--- config.mk ---
export PLATFORM = sky130hd
export DESIGN_NAME = conv_acc
export DESIGN_NICKNAME = d
export VERILOG_FILES = /design/src/rtl/conv_pkg.sv /design/src/rtl/conv_acc_sat_acc.sv /design/src/rtl/conv_acc.sv
export SDC_FILE = /design/constraint.sdc
export NUM_CORES = 1
export LEC_CHECK = 0
export BUFFER_PORTS_ARGS = -buffer_cell sky130_fd_sc_hd__buf_4
export CAP_MARGIN = 20
export CELL_PAD_IN_SITES_DETAIL_PLACEMENT = 1
export CELL_PAD_IN_SITES_GLOBAL_PLACEMENT = 1
export CORE_MARGIN = 2
export CORE_UTILIZATION = 43
export DETAILED_ROUTE_END_ITERATION = 6
export PLACE_DENSITY = 0.82
export SETUP_SLACK_MARGIN = 0.05
export SYNTH_ARGS = -nofsm -noshare
export SYNTH_HDL_FRONTEND = slang
export SYNTH_SLANG_ARGS = --single-unit
--- constraint.sdc ---
create_clock -name clk -period 5.7 [get_ports clk]
set_input_delay 0.57 -clock clk [delete_from_list [all_inputs] [get_ports clk]]
set_output_delay 0.57 -clock clk [all_outputs]
set_load 0.01 [all_outputs]
--- src/rtl/conv_pkg.sv ---
// Shared types and helpers for the conv_acc multiply-accumulate consumer.
// Holds default widths, the per-stage flag bundle and the saturating adder.
package conv_pkg;

    localparam int DW_DEF   = 8;
    localparam int MAW_DEF  = 10;
    localparam int ACCW_DEF = 24;
    localparam int CNT_W    = 16;
    localparam int SAT_W    = 64;

    typedef struct packed {
        logic valid;
        logic first;
        logic last;
    } stage_flags_t;

    typedef struct packed {
        logic [SAT_W-1:0] sum;
        logic             ovf;
    } sat_res_t;

    // Operands must already fit in w bits (sign-extended to SAT_W); the sum is
    // clamped to the signed w-bit range and ovf reports whether a clamp happened.
    function automatic sat_res_t sat_add(input logic signed [SAT_W-1:0] a,
                                         input logic signed [SAT_W-1:0] b,
                                         input int                      w);
        logic signed [SAT_W-1:0] s;
        logic signed [SAT_W-1:0] hi;
        logic signed [SAT_W-1:0] lo;
        sat_res_t                r;
        s     = a + b;
        hi    = $signed((64'd1 << (w - 1)) - 64'd1);
        lo    = -hi - 64'sd1;
        r.sum = s;
        r.ovf = 1'b0;
        if (s > hi) begin
            r.sum = hi;
            r.ovf = 1'b1;
        end else if (s < lo) begin
            r.sum = lo;
            r.ovf = 1'b1;
        end
        return r;
    endfunction

endpackage

--- src/rtl/conv_acc_sat_acc.sv ---
// S4 of conv_acc: saturating accumulator with element count, per-stream sat
// flag and the held result register that is pulsed out on the last element.
module conv_sat_acc
    import conv_pkg::*;
#(
    parameter int DW   = DW_DEF,
    parameter int ACCW = ACCW_DEF
) (
    input  logic                   clk,
    input  logic                   rst,
    input  stage_flags_t           in_flags,
    input  logic signed [2*DW-1:0] prod,
    output logic                   stage_busy,
    output logic                   out_valid,
    output logic signed [ACCW-1:0] out_data,
    output logic [CNT_W-1:0]       out_count,
    output logic                   sat_err
);

    logic signed [ACCW-1:0] acc_q, acc_d;
    logic [CNT_W-1:0]       count_q, count_d;
    logic                   sat_q, sat_d;
    logic                   busy_q, busy_d;
    logic                   out_valid_q, out_valid_d;
    logic signed [ACCW-1:0] out_data_q, out_data_d;
    logic [CNT_W-1:0]       out_count_q, out_count_d;
    logic                   sat_err_q, sat_err_d;
    sat_res_t               sum_r;

    // A first element restarts the stream, discarding whatever was left over;
    // the result register is loaded with the post-update value on last.
    always_comb begin
        acc_d       = acc_q;
        count_d     = count_q;
        sat_d       = sat_q;
        busy_d      = in_flags.valid;
        out_valid_d = 1'b0;
        out_data_d  = out_data_q;
        out_count_d = out_count_q;
        sat_err_d   = sat_err_q;
        sum_r       = sat_add(64'(acc_q), 64'(prod), ACCW);
        if (in_flags.valid) begin
            if (in_flags.first) begin
                acc_d   = ACCW'(prod);
                count_d = CNT_W'(1);
                sat_d   = 1'b0;
            end else begin
                acc_d   = ACCW'(sum_r.sum);
                count_d = count_q + CNT_W'(1);
                sat_d   = sat_q | sum_r.ovf;
            end
            if (in_flags.last) begin
                out_valid_d = 1'b1;
                out_data_d  = acc_d;
                out_count_d = count_d;
                sat_err_d   = sat_d;
            end
        end
    end

    always_ff @(posedge clk) begin
        if (rst) begin
            acc_q       <= '0;
            count_q     <= '0;
            sat_q       <= 1'b0;
            busy_q      <= 1'b0;
            out_valid_q <= 1'b0;
            out_data_q  <= '0;
            out_count_q <= '0;
            sat_err_q   <= 1'b0;
        end else begin
            acc_q       <= acc_d;
            count_q     <= count_d;
            sat_q       <= sat_d;
            busy_q      <= busy_d;
            out_valid_q <= out_valid_d;
            out_data_q  <= out_data_d;
            out_count_q <= out_count_d;
            sat_err_q   <= sat_err_d;
        end
    end

    assign stage_busy = busy_q;
    assign out_valid  = out_valid_q;
    assign out_data   = out_data_q;
    assign out_count  = out_count_q;
    assign sat_err    = sat_err_q;

endmodule

--- src/rtl/conv_acc.sv ---
// Consumer of the loop1 address stream: reads weight/input operands, multiplies
// them and hands the products to the saturating accumulator (S1-S3 live here).
module conv_acc
    import conv_pkg::*;
#(
    parameter int DW   = DW_DEF,
    parameter int MAW  = MAW_DEF,
    parameter int ACCW = ACCW_DEF
) (
    input  logic                   clk,
    input  logic                   rst,
    input  logic                   in_valid,
    input  logic                   in_last,
    input  logic [31:0]            wa,
    input  logic [31:0]            ia,
    output logic                   w_re,
    output logic [MAW-1:0]         w_addr,
    input  logic signed [DW-1:0]   w_data,
    output logic                   i_re,
    output logic [MAW-1:0]         i_addr,
    input  logic signed [DW-1:0]   i_data,
    output logic                   out_valid,
    output logic signed [ACCW-1:0] out_data,
    output logic [15:0]            out_count,
    output logic                   sat_err,
    output logic                   addr_err,
    output logic                   busy
);

    stage_flags_t           s1_flags_q, s1_flags_d;
    stage_flags_t           s2_flags_q, s2_flags_d;
    stage_flags_t           s3_flags_q, s3_flags_d;
    logic                   first_armed_q, first_armed_d;
    logic [MAW-1:0]         w_addr_q, w_addr_d;
    logic [MAW-1:0]         i_addr_q, i_addr_d;
    logic                   addr_err_q, addr_err_d;
    logic signed [2*DW-1:0] prod_q, prod_d;
    logic                   acc_busy;
    logic                   addr_high;

    assign addr_high = ((wa >> MAW) != 32'd0) || ((ia >> MAW) != 32'd0);

    // S1 tags the element; first is armed again by every accepted last so a
    // new stream may follow with no bubble.
    always_comb begin
        s1_flags_d.valid = in_valid;
        s1_flags_d.first = in_valid & first_armed_q;
        s1_flags_d.last  = in_valid & in_last;
        first_armed_d    = in_valid ? in_last : first_armed_q;
        w_addr_d         = in_valid ? wa[MAW-1:0] : w_addr_q;
        i_addr_d         = in_valid ? ia[MAW-1:0] : i_addr_q;
        addr_err_d       = addr_err_q | (in_valid & addr_high);
    end

    // Read data arrives while the element sits in S2, so it is multiplied
    // straight from the memory outputs and only the product is registered.
    always_comb begin
        s2_flags_d = s1_flags_q;
        s3_flags_d = s2_flags_q;
        prod_d     = prod_q;
        if (s2_flags_q.valid) begin
            prod_d = (2*DW)'(w_data) * (2*DW)'(i_data);
        end
    end

    always_ff @(posedge clk) begin
        if (rst) begin
            s1_flags_q    <= '0;
            s2_flags_q    <= '0;
            s3_flags_q    <= '0;
            first_armed_q <= 1'b1;
            w_addr_q      <= '0;
            i_addr_q      <= '0;
            addr_err_q    <= 1'b0;
            prod_q        <= '0;
        end else begin
            s1_flags_q    <= s1_flags_d;
            s2_flags_q    <= s2_flags_d;
            s3_flags_q    <= s3_flags_d;
            first_armed_q <= first_armed_d;
            w_addr_q      <= w_addr_d;
            i_addr_q      <= i_addr_d;
            addr_err_q    <= addr_err_d;
            prod_q        <= prod_d;
        end
    end

    conv_sat_acc #(
        .DW   (DW),
        .ACCW (ACCW)
    ) u_sat_acc (
        .clk        (clk),
        .rst        (rst),
        .in_flags   (s3_flags_q),
        .prod       (prod_q),
        .stage_busy (acc_busy),
        .out_valid  (out_valid),
        .out_data   (out_data),
        .out_count  (out_count),
        .sat_err    (sat_err)
    );

    assign w_re     = s1_flags_q.valid;
    assign i_re     = s1_flags_q.valid;
    assign w_addr   = w_addr_q;
    assign i_addr   = i_addr_q;
    assign addr_err = addr_err_q;
    assign busy     = s1_flags_q.valid | s2_flags_q.valid | s3_flags_q.valid | acc_busy;

endmodule
==> impl_metrics.ini <==
[layout]
nNetsFinal = 1364
stdcell_count = 1453
diodes = 0
area_growth_pct = 21.3
drive_above_1_share_pct = 17.2
fin_util_pct = 53.5

[detailed_routing]
drt_iter0_drc = 347
via_count = 7842
wl_per_cell_um = 17.3
remaining_drc_errors = 0
ant_nets = 0
via_per_inst = 5.40
dr.pass1.iters = 4
wirelength_mm = 25.2

[cts]
post_cts_buffers = 0
cts_buffer_depth = 2
cts_made_buffers = 17
insertion_delay_ps = 430
hold_buffers = 0
cts_sinks = 131
root_buffer = clkbuf_16
ctsResizeCount = 0
cts_tree = done
h-tree-depth = 4
clk_pin_slew_worst_paths_ps = 60

[floorplanning]
io-pin-count = 150
die_width_um = 148
die-area_um2 = 22000
die_y_um = 148
start_util_pct = 44.1
coreArea_um2 = 20300
placementRows = 52

[global_route]
grt_overflow_total = 0
grt_max_degree = 78
grt_pass1_wl_mm = 41.6
grt_pass1_vias = 8400
antenna_found_initial = 0
groute.usage.overall_pct = 23.7

[logic_synthesis]
synth_top_cell_area_share_pct = 29.3
syn_nets = 1231
synth_area_leader_cell = dfxtp_1
synth_area_leaders = dfxtp_1 29%, fa_1 13%, ha_1 7.6%
synth_cell_type_count = 70
ys_top_cells_by_count = 131 x dfxtp_1, 115 x nand2_1, 111 x nor2_1, 97 x inv_1, 56 x fa_1
synth_xor_area_share_pct = 4.60
synthCells = 1037
synth_warnings = 0
ys_ff_latch = 131
synthSimpleGateAreaFrac_pct = 20.0
syn_avg_cell_area_um2 = 8.63
synthArstFlopShare_pct = 0
synth_edf_count = 0
yosysSeqAreaShare_pct = 29.3
synth-compound-area-share_pct = 14.7
synth_area_um2 = 8940
synth_flop_cell = dfxtp_1
yosysMostFrequentCell = dfxtp_1
synth_fa_ha_area_share_pct = 20.1
synth_mux_area_share_pct = 5.16
synth_top_family_by_area = adder cells

[setup_path]
critPathKind = input pin to flip-flop
cp_cell_sequence = buf_4 > nand2_1 > fa_1 > fa_1 > inv_1 > ha_1 > inv_1 > fa_1 > inv_1 > ha_1 > a21o_1 > a21o_1 > a2111oi_0 > o31ai_1 > o41ai_1 > xnor2_1 > mux2i_1 > nor2_1
arrival_ps = 5070
end_kind = flip-flop
slowest_delay_ps = 690
path_max_fanout = 8
start_kind = input pin
slowest_stage = a2111oi_0
critPathRequiredTime_ps = 5980

[placed_design]
place_congestion = 0.868
dp_cells = 1421
port_buffers = 149
dpl.hpwl_mm = 19.3

[timing]
hold_viol = 0
fin_crit_sh_pct = 84.2
tightest_slew_ps = 1080
slew_viol_final = 0
finalSetupViolCount = 0
max_freq_ghz = 0.208
finalSetupTns_ps = 0
period_needed_ps = 4800
finalClockSkew_ps = 9.97
rsz0062_at_grt = no
max_slew_margin_pct = 27.6

[outcome]
status = completed

[power_and_ir_drop]
ir_drop_mv = 0.217
powerDensity_nw_per_um2 = 315
leakagePower_nw = 4.83
power_w = 0.00342

[job]
cap_violations = 0

[min_path]
hold_path_class = input pin to flip-flop
-- layout by cell type (no fill, tap or decap), types with 8 or more instances in the layout --
cell / count
dfxtp_1: 131
nand3_1: 16
nand2_1: 115
o211ai_1: 17
mux2i_1: 45
buf_4: 154
ha_1: 54
nor3_1: 9
o221ai_1: 14
a22o_1: 8
nor2b_1: 15
nand2b_1: 19
and2_1: 44
xor2_1: 20
o21ai_0: 30
clkbuf_16: 17
xnor2_1: 27
inv_6: 8
fa_1: 56
a21oi_1: 47
nor4_1: 14
nor2_1: 110
a21o_1: 10
inv_1: 97
-- power breakdown --
group | switching [W] | internal (W)
sequential | 0.0000479 | 0.000955
clock | 0.000470 | 0.000638
combinational | 0.000738 | 0.000571
total | 0.00126 | 0.00216
-- stage by stage --
stage | setup slack (ps) | cell area, µm² | hold slack, ps
finish | 902 | 10900 | 357
global placement | 658 | 10300 | 416
global route | 551 | 10900 | 344
CTS | 878 | 10900 | 342
detailed placement | 461 | 10300 | 430
floorplan | 1100 | 8940 | 414
-- sequential cells by signal, summed over array words and instances (netlist names), 2 cells and up --
| register | count |
|---|---|
| u_sat_acc.acc_q | 24 |
| u_sat_acc.out_data | 24 |
| prod_q | 16 |
| u_sat_acc.count_q | 16 |
| u_sat_acc.out_count | 16 |
| i_addr | 10 |
| w_addr | 10 |
| s2_flags_q | 3 |
| s3_flags_q | 3 |
| s1_flags_q | 2 |
-- logic make-up (layout without fill, tap and decap cells) --
family                   Yosys count  in the layout
AND/OR/NAND/NOR                  376            376
AO/OA/AOI/OAI                    188            188
buffers and inverters            139            285
flip-flops                       131            131
adder cells (fa/ha/maj)          110            110
XOR/XNOR                          47             47
multiplexers                      46             46
-- routing by layer --
layer	global-route usage, %	up-vias	part of all wire, %
met1	29.3	3819	44
met2	42.0	193	50
met5	0	-	0
li1	-	3799	-
met3	4.82	31	4.5
met4	6.62	0	1.6
-- path summary, 6_finish.rpt --
check           startpoint                     to  slack [ps]  cells past startpoint
min reg2reg  s2_flags_q[1]          s3_flags_q[1]         440                      1
max reg2reg      prod_q[0]  u_sat_acc.out_data[8]        1900                     11
max              i_data[4]             prod_q[15]         900                     18
min                in_last          s1_flags_q[0]         360                      2
-- layout make-up --
| class | count | area (µm²) |
|---|---|---|
| clock buffers | 19 | 453 |
| clock inverters | 13 | 135 |
| fillers | 2444 | 9450 |
| inverters | 99 | 372 |
| multi-input cells | 767 | 5780 |
| flip-flops and latches | 131 | 2620 |
| well taps | 270 | 338 |
| repair buffers | 154 | 1160 |
-- critical path, delay by kind of cell --
family / cells / cell delay (ps)
compound gates: 5 / 1650
xor+xnor: 1 / 120
fa+ha+maj: 5 / 2180
buf+inv: 4 / 290
mux: 1 / 140
simple gates: 2 / 140
No activity file was read; power rests on OpenSTA's default activity.
